$ cat src/rtl/block_reducer.sv
// Block reducer: requests one block of product words and reduces it to sum, max, min and count.
// The result is held in registers and offered through a valid/ready handshake.
module block_reducer #(
  parameter int LOGDEPTH = 6,
  parameter int WIDTH    = 32,
  parameter int TIMEOUT  = 255
) (
  input  logic                      clk,
  input  logic                      rst_n,
  input  logic                      start,
  output logic                      busy,
  output logic                      EN_blockRead,
  input  logic                      VALID_memVal,
  input  logic [WIDTH-1:0]          memVal_data,
  output logic                      res_valid,
  input  logic                      res_ready,
  output logic [WIDTH+LOGDEPTH-1:0] res_sum,
  output logic [WIDTH-1:0]          res_max,
  output logic [WIDTH-1:0]          res_min,
  output logic [LOGDEPTH:0]         res_count,
  output logic                      res_error
);

  localparam int SW = WIDTH + LOGDEPTH;
  localparam int CW = LOGDEPTH + 1;
  localparam int TW = 16;
  localparam logic [CW-1:0] DEPTH_C  = CW'(2 ** LOGDEPTH);
  localparam logic [TW-1:0] TMO_LAST = TW'(TIMEOUT - 1);

  typedef enum logic [1:0] {
    S_IDLE    = 2'd0,
    S_REQ     = 2'd1,
    S_COLLECT = 2'd2,
    S_DONE    = 2'd3
  } state_t;

  state_t          state, state_nxt;
  logic [SW-1:0]   acc_sum, sum_nxt;
  logic [WIDTH-1:0] acc_max, max_nxt, acc_min, min_nxt;
  logic [CW-1:0]   acc_count, count_nxt;
  logic [TW-1:0]   tmo_count, tmo_nxt;
  logic            accept, tmo_hit, collecting;

  // Next-state and accumulator update logic
  always_comb begin
    state_nxt = state;
    accept    = 1'b0;
    tmo_hit   = 1'b0;
    sum_nxt   = acc_sum;
    max_nxt   = acc_max;
    min_nxt   = acc_min;
    count_nxt = acc_count;
    tmo_nxt   = tmo_count;

    collecting = (state == S_REQ) || (state == S_COLLECT);
    accept     = collecting && VALID_memVal;

    if (accept) begin
      sum_nxt   = acc_sum + SW'(memVal_data);
      count_nxt = acc_count + CW'(1);
      tmo_nxt   = '0;
      if (memVal_data > acc_max) max_nxt = memVal_data;
      else                       max_nxt = acc_max;
      if (memVal_data < acc_min) min_nxt = memVal_data;
      else                       min_nxt = acc_min;
    end else if (collecting) begin
      tmo_nxt = tmo_count + TW'(1);
    end else begin
      tmo_nxt = tmo_count;
    end

    case (state)
      S_IDLE: begin
        if (start) state_nxt = S_REQ;
        else       state_nxt = S_IDLE;
      end
      S_REQ, S_COLLECT: begin
        if (accept) begin
          if (count_nxt == DEPTH_C) state_nxt = S_DONE;
          else                      state_nxt = S_COLLECT;
        end else if (tmo_count == TMO_LAST) begin
          // silence has lasted TIMEOUT cycles: give up with partial results
          state_nxt = S_DONE;
          tmo_hit   = 1'b1;
        end else begin
          state_nxt = state;
        end
      end
      S_DONE: begin
        if (res_ready) state_nxt = S_IDLE;
        else           state_nxt = S_DONE;
      end
      default: state_nxt = S_IDLE;
    endcase
  end

  // State register and registered status outputs
  always_ff @(posedge clk or negedge rst_n) begin
    if (!rst_n) begin
      state        <= S_IDLE;
      busy         <= 1'b0;
      EN_blockRead <= 1'b0;
      res_valid    <= 1'b0;
    end else begin
      state        <= state_nxt;
      busy         <= (state_nxt != S_IDLE);
      EN_blockRead <= (state_nxt == S_REQ);
      res_valid    <= (state_nxt == S_DONE);
    end
  end

  // Accumulators: cleared on an accepted start, otherwise follow the update logic
  always_ff @(posedge clk or negedge rst_n) begin
    if (!rst_n) begin
      acc_sum   <= '0;
      acc_max   <= '0;
      acc_min   <= {WIDTH{1'b1}};
      acc_count <= '0;
      tmo_count <= '0;
    end else if (state == S_IDLE && start) begin
      acc_sum   <= '0;
      acc_max   <= '0;
      acc_min   <= {WIDTH{1'b1}};
      acc_count <= '0;
      tmo_count <= '0;
    end else begin
      acc_sum   <= sum_nxt;
      acc_max   <= max_nxt;
      acc_min   <= min_nxt;
      acc_count <= count_nxt;
      tmo_count <= tmo_nxt;
    end
  end

  // Result registers capture the final accumulator values on DONE entry
  always_ff @(posedge clk or negedge rst_n) begin
    if (!rst_n) begin
      res_sum   <= '0;
      res_max   <= '0;
      res_min   <= '0;
      res_count <= '0;
      res_error <= 1'b0;
    end else if (state != S_DONE && state_nxt == S_DONE) begin
      res_sum   <= sum_nxt;
      res_max   <= max_nxt;
      res_min   <= min_nxt;
      res_count <= count_nxt;
      res_error <= tmo_hit;
    end else if (state == S_IDLE && start) begin
      res_error <= 1'b0;
    end else begin
      res_error <= res_error;
    end
  end

endmodule
$ cat config.mk
export PLATFORM = sky130hd
export DESIGN_NAME = block_reducer
export DESIGN_NICKNAME = d
export VERILOG_FILES = /design/src/rtl/block_reducer.sv
export SDC_FILE = /design/constraint.sdc
export NUM_CORES = 1
export LEC_CHECK = 0
export CORE_ASPECT_RATIO = 1.2
export CORE_MARGIN = 8
export CORE_UTILIZATION = 35
export DETAILED_ROUTE_END_ITERATION = 10
export HOLD_SLACK_MARGIN = 0.02
export SYNTH_ARGS = -nofsm -noshare
export SYNTH_HDL_FRONTEND = slang
export SYNTH_SLANG_ARGS = --single-unit
$ cat constraint.sdc
create_clock -name clk -period 4.7 [get_ports clk]
set_input_delay 1.41 -clock clk [delete_from_list [all_inputs] [get_ports clk]]
set_output_delay 1.41 -clock clk [all_outputs]
set_load 0.1 [all_outputs]
==> impl_table.tex <==
\begin{tabular}{lr}
\hline
Metric & Value \\
\hline
\multicolumn{2}{l}{\textbf{Outcome}} \\
\quad Result of the run & complete, no violations \\
\multicolumn{2}{l}{\textbf{Clocking}} \\
\quad Number of clock buffers inserted by TritonCTS & 26 \\
\quad Clock root buffer & sky130\_fd\_sc\_hd\_\_clkbuf\_16 \\
\quad \# clock sinks & 240 \\
\quad Maximum buffer depth of the clock tree & 3 \\
\quad Post-CTS setup repair buffer count & 0 \\
\quad Number of buffers inserted for hold repair after clock tree synthesis & 0 \\
\quad Worst-path clk slew & 0.06 ns \\
\quad Clock latency on the worst-skew pair & 0.54 ns \\
\quad Post-CTS sizing & 0 \\
\quad TritonCTS clock tree & yes \\
\quad Count of H-tree levels built during CTS & 1 \\
\multicolumn{2}{l}{\textbf{Pwr}} \\
\quad Reported leakage power & 0.00770 uW \\
\quad Peak VDD IR & 0.000474 V \\
\quad Power density relative to cell area & 756 nW/um\^{}2 \\
\multicolumn{2}{l}{\textbf{Layout}} \\
\quad Total area of sequential cells & 6050 sq um \\
\quad Proportion of layout cells with a drive suffix above 1 & 0.102 \\
\quad Final-layout fill cell count & 3,646 \\
\quad Final Non-Filler Cells & 2,051 \\
\quad N\_diodes & 0 \\
\quad Area Overhead vs Synth & 21.4\% \\
\quad Area of combinational cells with multiple inputs & 6640 sq um \\
\quad Number of nets in the final layout & 1,690 \\
\quad Final Util & 0.431 \\
\multicolumn{2}{l}{\textbf{Synth}} \\
\quad Cells after Synth & 1,410 \\
\quad Post-Syn Area per Cell & 9.53 sq um \\
\quad Primary flip-flop cell chosen by synthesis mapping & sky130\_fd\_sc\_hd\_\_dfrtp\_1 \\
\quad Number of synthesized flops with an enable pin & 0 \\
\quad Proportion of register bits with asynchronous set or reset after synthesis & 1.00 \\
\quad Count of cell types in the netlist & 81 \\
\quad Netlist area before placement & 13,400 sq um \\
\quad Register area share after synthesis & 0.450 \\
\quad Warning count from the yosys run & 0 \\
\quad Total of flip-flops plus latches after synthesis & 240 \\
\quad Syn Nets & 1,549 \\
\multicolumn{2}{l}{\textbf{Setup path}} \\
\quad Crit path required time & 5.11 ns \\
\quad CP startpoint kind & input port \\
\quad Cell occurring most often along the worst timing path & sky130\_fd\_sc\_hd\_\_buf\_4 \\
\quad Maximum single-stage delay on the critical path & 0.66 ns \\
\quad Total stage count of the critical path & 12 \\
\quad Type of the worst setup path & input port to flop \\
\quad Arrival time reported for the critical path endpoint & 4.62 ns \\
\quad Critical Path Slowest Stage Cell & sky130\_fd\_sc\_hd\_\_nor4\_1 \\
\quad Crit end category & flop \\
\quad Register-to-Register Path Depth & 10 \\
\quad Crit path cell chain & clkdlybuf4s50\_1 -> ha\_1 -> nand4\_1 -> nor4\_1 -> buf\_4 -> nand3\_1 -> nor3\_1 -> nor2\_1 -> o31ai\_4 -> buf\_4 -> mux2i\_1 -> o21ai\_1 \\
\quad Crit path max fanout & 14 \\
\quad Critical path buffer and inverter count & 3 \\
\quad Family with the most delay on the worst path & simple AND/OR/NAND/NOR gates \\
\multicolumn{2}{l}{\textbf{Placement}} \\
\quad Post-Place Worst Slack & -0.0646 ns \\
\quad Count of input and output buffers & 149 \\
\quad Final RePlAce weighted congestion & 0.899 \\
\quad HPWL Detailed & 27.6 mm \\
\quad Placed Cells incl. Taps & 2,003 \\
\multicolumn{2}{l}{\textbf{Global routing}} \\
\quad Vias in the first global route & 10,924 \\
\quad Global-route wire length before repair & 60.6 mm \\
\quad Global router's overall resource usage & 0.166 \\
\quad Congestion Overflow GR & 0 \\
\quad Largest net degree at the start of global routing & 116 \\
\quad Number of antenna violations at the first check in global routing & 0 \\
\multicolumn{2}{l}{\textbf{Drt}} \\
\quad Number of routed nets with antenna violations & 0 \\
\quad TritonRoute pass-1 iters & 5 \\
\quad Number of remaining DRC errors & 0 \\
\quad Count of routing violations after the opening detailed-route iteration & 610 \\
\quad Routed wire length & 37.6 mm \\
\quad Routed len/inst & 18.3 um \\
\quad Vias per std cell & 5.23 \\
\quad Routed vias & 10,718 \\
\multicolumn{2}{l}{\textbf{Die}} \\
\quad Number of ports placed on the die boundary & 150 \\
\quad FP Rows & 78 \\
\quad Core Box Area & 37,900 sq um \\
\quad Initial core utilization & 0.355 \\
\quad Vertical extent of the die & 231 um \\
\quad Die Footprint & 45,000 sq um \\
\quad Die width & 195 um \\
\multicolumn{2}{l}{\textbf{Timing}} \\
\quad Least-Margin Pin Slew & 1.12 ns \\
\quad Count of pins over their slew limit & 0 \\
\quad Setup repair after global routing missed its margin & no \\
\quad Final clock skew & 0.0121 ns \\
\quad Setup slack of the critical path after layout & 0.493 ns \\
\quad Crit path time final & 4.21 ns \\
\quad Remaining max-slew budget at the tightest pin & 0.249 \\
\quad Period utilization & 0.895 \\
\quad Number of endpoints failing setup at the final stage & 0 \\
\quad Number of hold violations in the final report & 0 \\
\quad Max frequency & 238 MHz \\
\multicolumn{2}{l}{\textbf{Hold path}} \\
\quad Hold Crit Depth & 2 \\
\quad Class of the tightest hold or removal check & flop to flop \\
\multicolumn{2}{l}{\textbf{Flow run}} \\
\quad Number of max-capacitance violations reported & 0 \\
\hline
\end{tabular}
## through the flow
stage | total power (uW) | hold WS [ns] | cell area [sq um] | setup TNS [ns]
5_1_grt | 13100 | 0.506 | 16300 | 0
3_3_place_gp | 10300 | 0.464 | 15500 | -0.00523
2_1_floorplan | 8500 | 0.496 | 13400 | 0
4_1_cts | 12500 | 0.479 | 16300 | 0
3_5_place_dp | 10300 | 0.465 | 15500 | -1.24
6_report | 12300 | 0.476 | 16300 | 0
## sequential cells by signal, summed over array words and instances (netlist names), 16 cells and up
register   count
tmo_count     16
res_min       32
acc_sum       38
acc_max       32
res_sum       38
acc_min       32
res_max       32
## cells in the mapped netlist (18+ instances only)
library cell	number	share of area
sky130_fd_sc_hd__o21ai_0	46	0.017
sky130_fd_sc_hd__o21ai_2	20	0.013
sky130_fd_sc_hd__o21ai_1	79	0.029
sky130_fd_sc_hd__buf_6	18	0.015
sky130_fd_sc_hd__clkbuf_1	34	0.0095
sky130_fd_sc_hd__nor2_1	150	0.042
sky130_fd_sc_hd__dfstp_2	32	0.063
sky130_fd_sc_hd__nand3_1	32	0.012
sky130_fd_sc_hd__dfrtp_1	208	0.39
sky130_fd_sc_hd__a21oi_1	71	0.026
sky130_fd_sc_hd__ha_1	101	0.094
sky130_fd_sc_hd__a21o_1	24	0.013
sky130_fd_sc_hd__inv_1	81	0.023
sky130_fd_sc_hd__nand2_1	169	0.047
sky130_fd_sc_hd__and3_1	20	0.0093
sky130_fd_sc_hd__nand4_1	20	0.0093
sky130_fd_sc_hd__mux2i_1	81	0.060
## cell families after synthesis
kind of cell    share of synthesized area
flops                               0.450
mux                                0.0620
buf+inv                            0.0564
simple gates                        0.154
xor+xnor                           0.0182
fa+ha+maj                          0.0955
compound gates                      0.164
## where the power goes
| group | internal, uW | switching (uW) |
|---|---|---|
| logic | 1990 | 5030 |
| registers | 2830 | 425 |
| clock network | 1190 | 867 |
## tightest hold or removal path: cells and delay by family (launching register included)
kind            cells  cell delay, ns
compound gates      1            0.05
flops               1            0.34
simple gates        1            0.06
## worst paths after layout
| kind | slack [ns] | from | end |
|---|---|---|---|
| max | 0.49 | memVal_data[29] | res_max[2]$_DFFE_PN0P_ |
| min | 0.48 | res_max[19]$_DFFE_PN0P_ | res_max[19]$_DFFE_PN0P_ |
| max reg2reg | 1.40 | state[0]$_DFF_PN0_ | res_sum[31]$_DFFE_PN0P_ |
| min reg2reg | 0.48 | res_max[19]$_DFFE_PN0P_ | res_max[19]$_DFFE_PN0P_ |
| max in group asynchronous | 2.70 | rst_n | acc_min[29]$_DFF_PN1_ |
| min in group asynchronous | 0.94 | rst_n | res_sum[20]$_DFFE_PN0P_ |
## layer usage
layer  GRT usage  up-vias  part of all wire  wire length, um
li1            -     5216                 -                -
met1       0.214     5199              0.46            17200
met2       0.272      235              0.46            17300
met3      0.0346       68             0.054             2020
met4      0.0583        0             0.030             1130
met5           0        -                 0                0
## cell type report
class	count	share of cell area
clock inverters	8	0.00422
inverters	81	0.0186
clock buffers	40	0.0475
repair buffers	188	0.115
flip-flops and latches	240	0.371
well taps	480	0.0368
multi-input cells	1014	0.407
## cells in the final DEF, fill, tap and decap left out, types with 46 or more instances in the layout
| master | n |
|---|---|
| sky130_fd_sc_hd__mux2i_1 | 81 |
| sky130_fd_sc_hd__nor2_1 | 150 |
| sky130_fd_sc_hd__dfrtp_1 | 208 |
| sky130_fd_sc_hd__a21oi_1 | 71 |
| sky130_fd_sc_hd__inv_1 | 81 |
| sky130_fd_sc_hd__o21ai_1 | 79 |
| sky130_fd_sc_hd__nand2_1 | 169 |
| sky130_fd_sc_hd__ha_1 | 101 |
| sky130_fd_sc_hd__o21ai_0 | 46 |
| sky130_fd_sc_hd__clkdlybuf4s50_1 | 148 |
No activity file was read; power rests on OpenSTA's default activity.
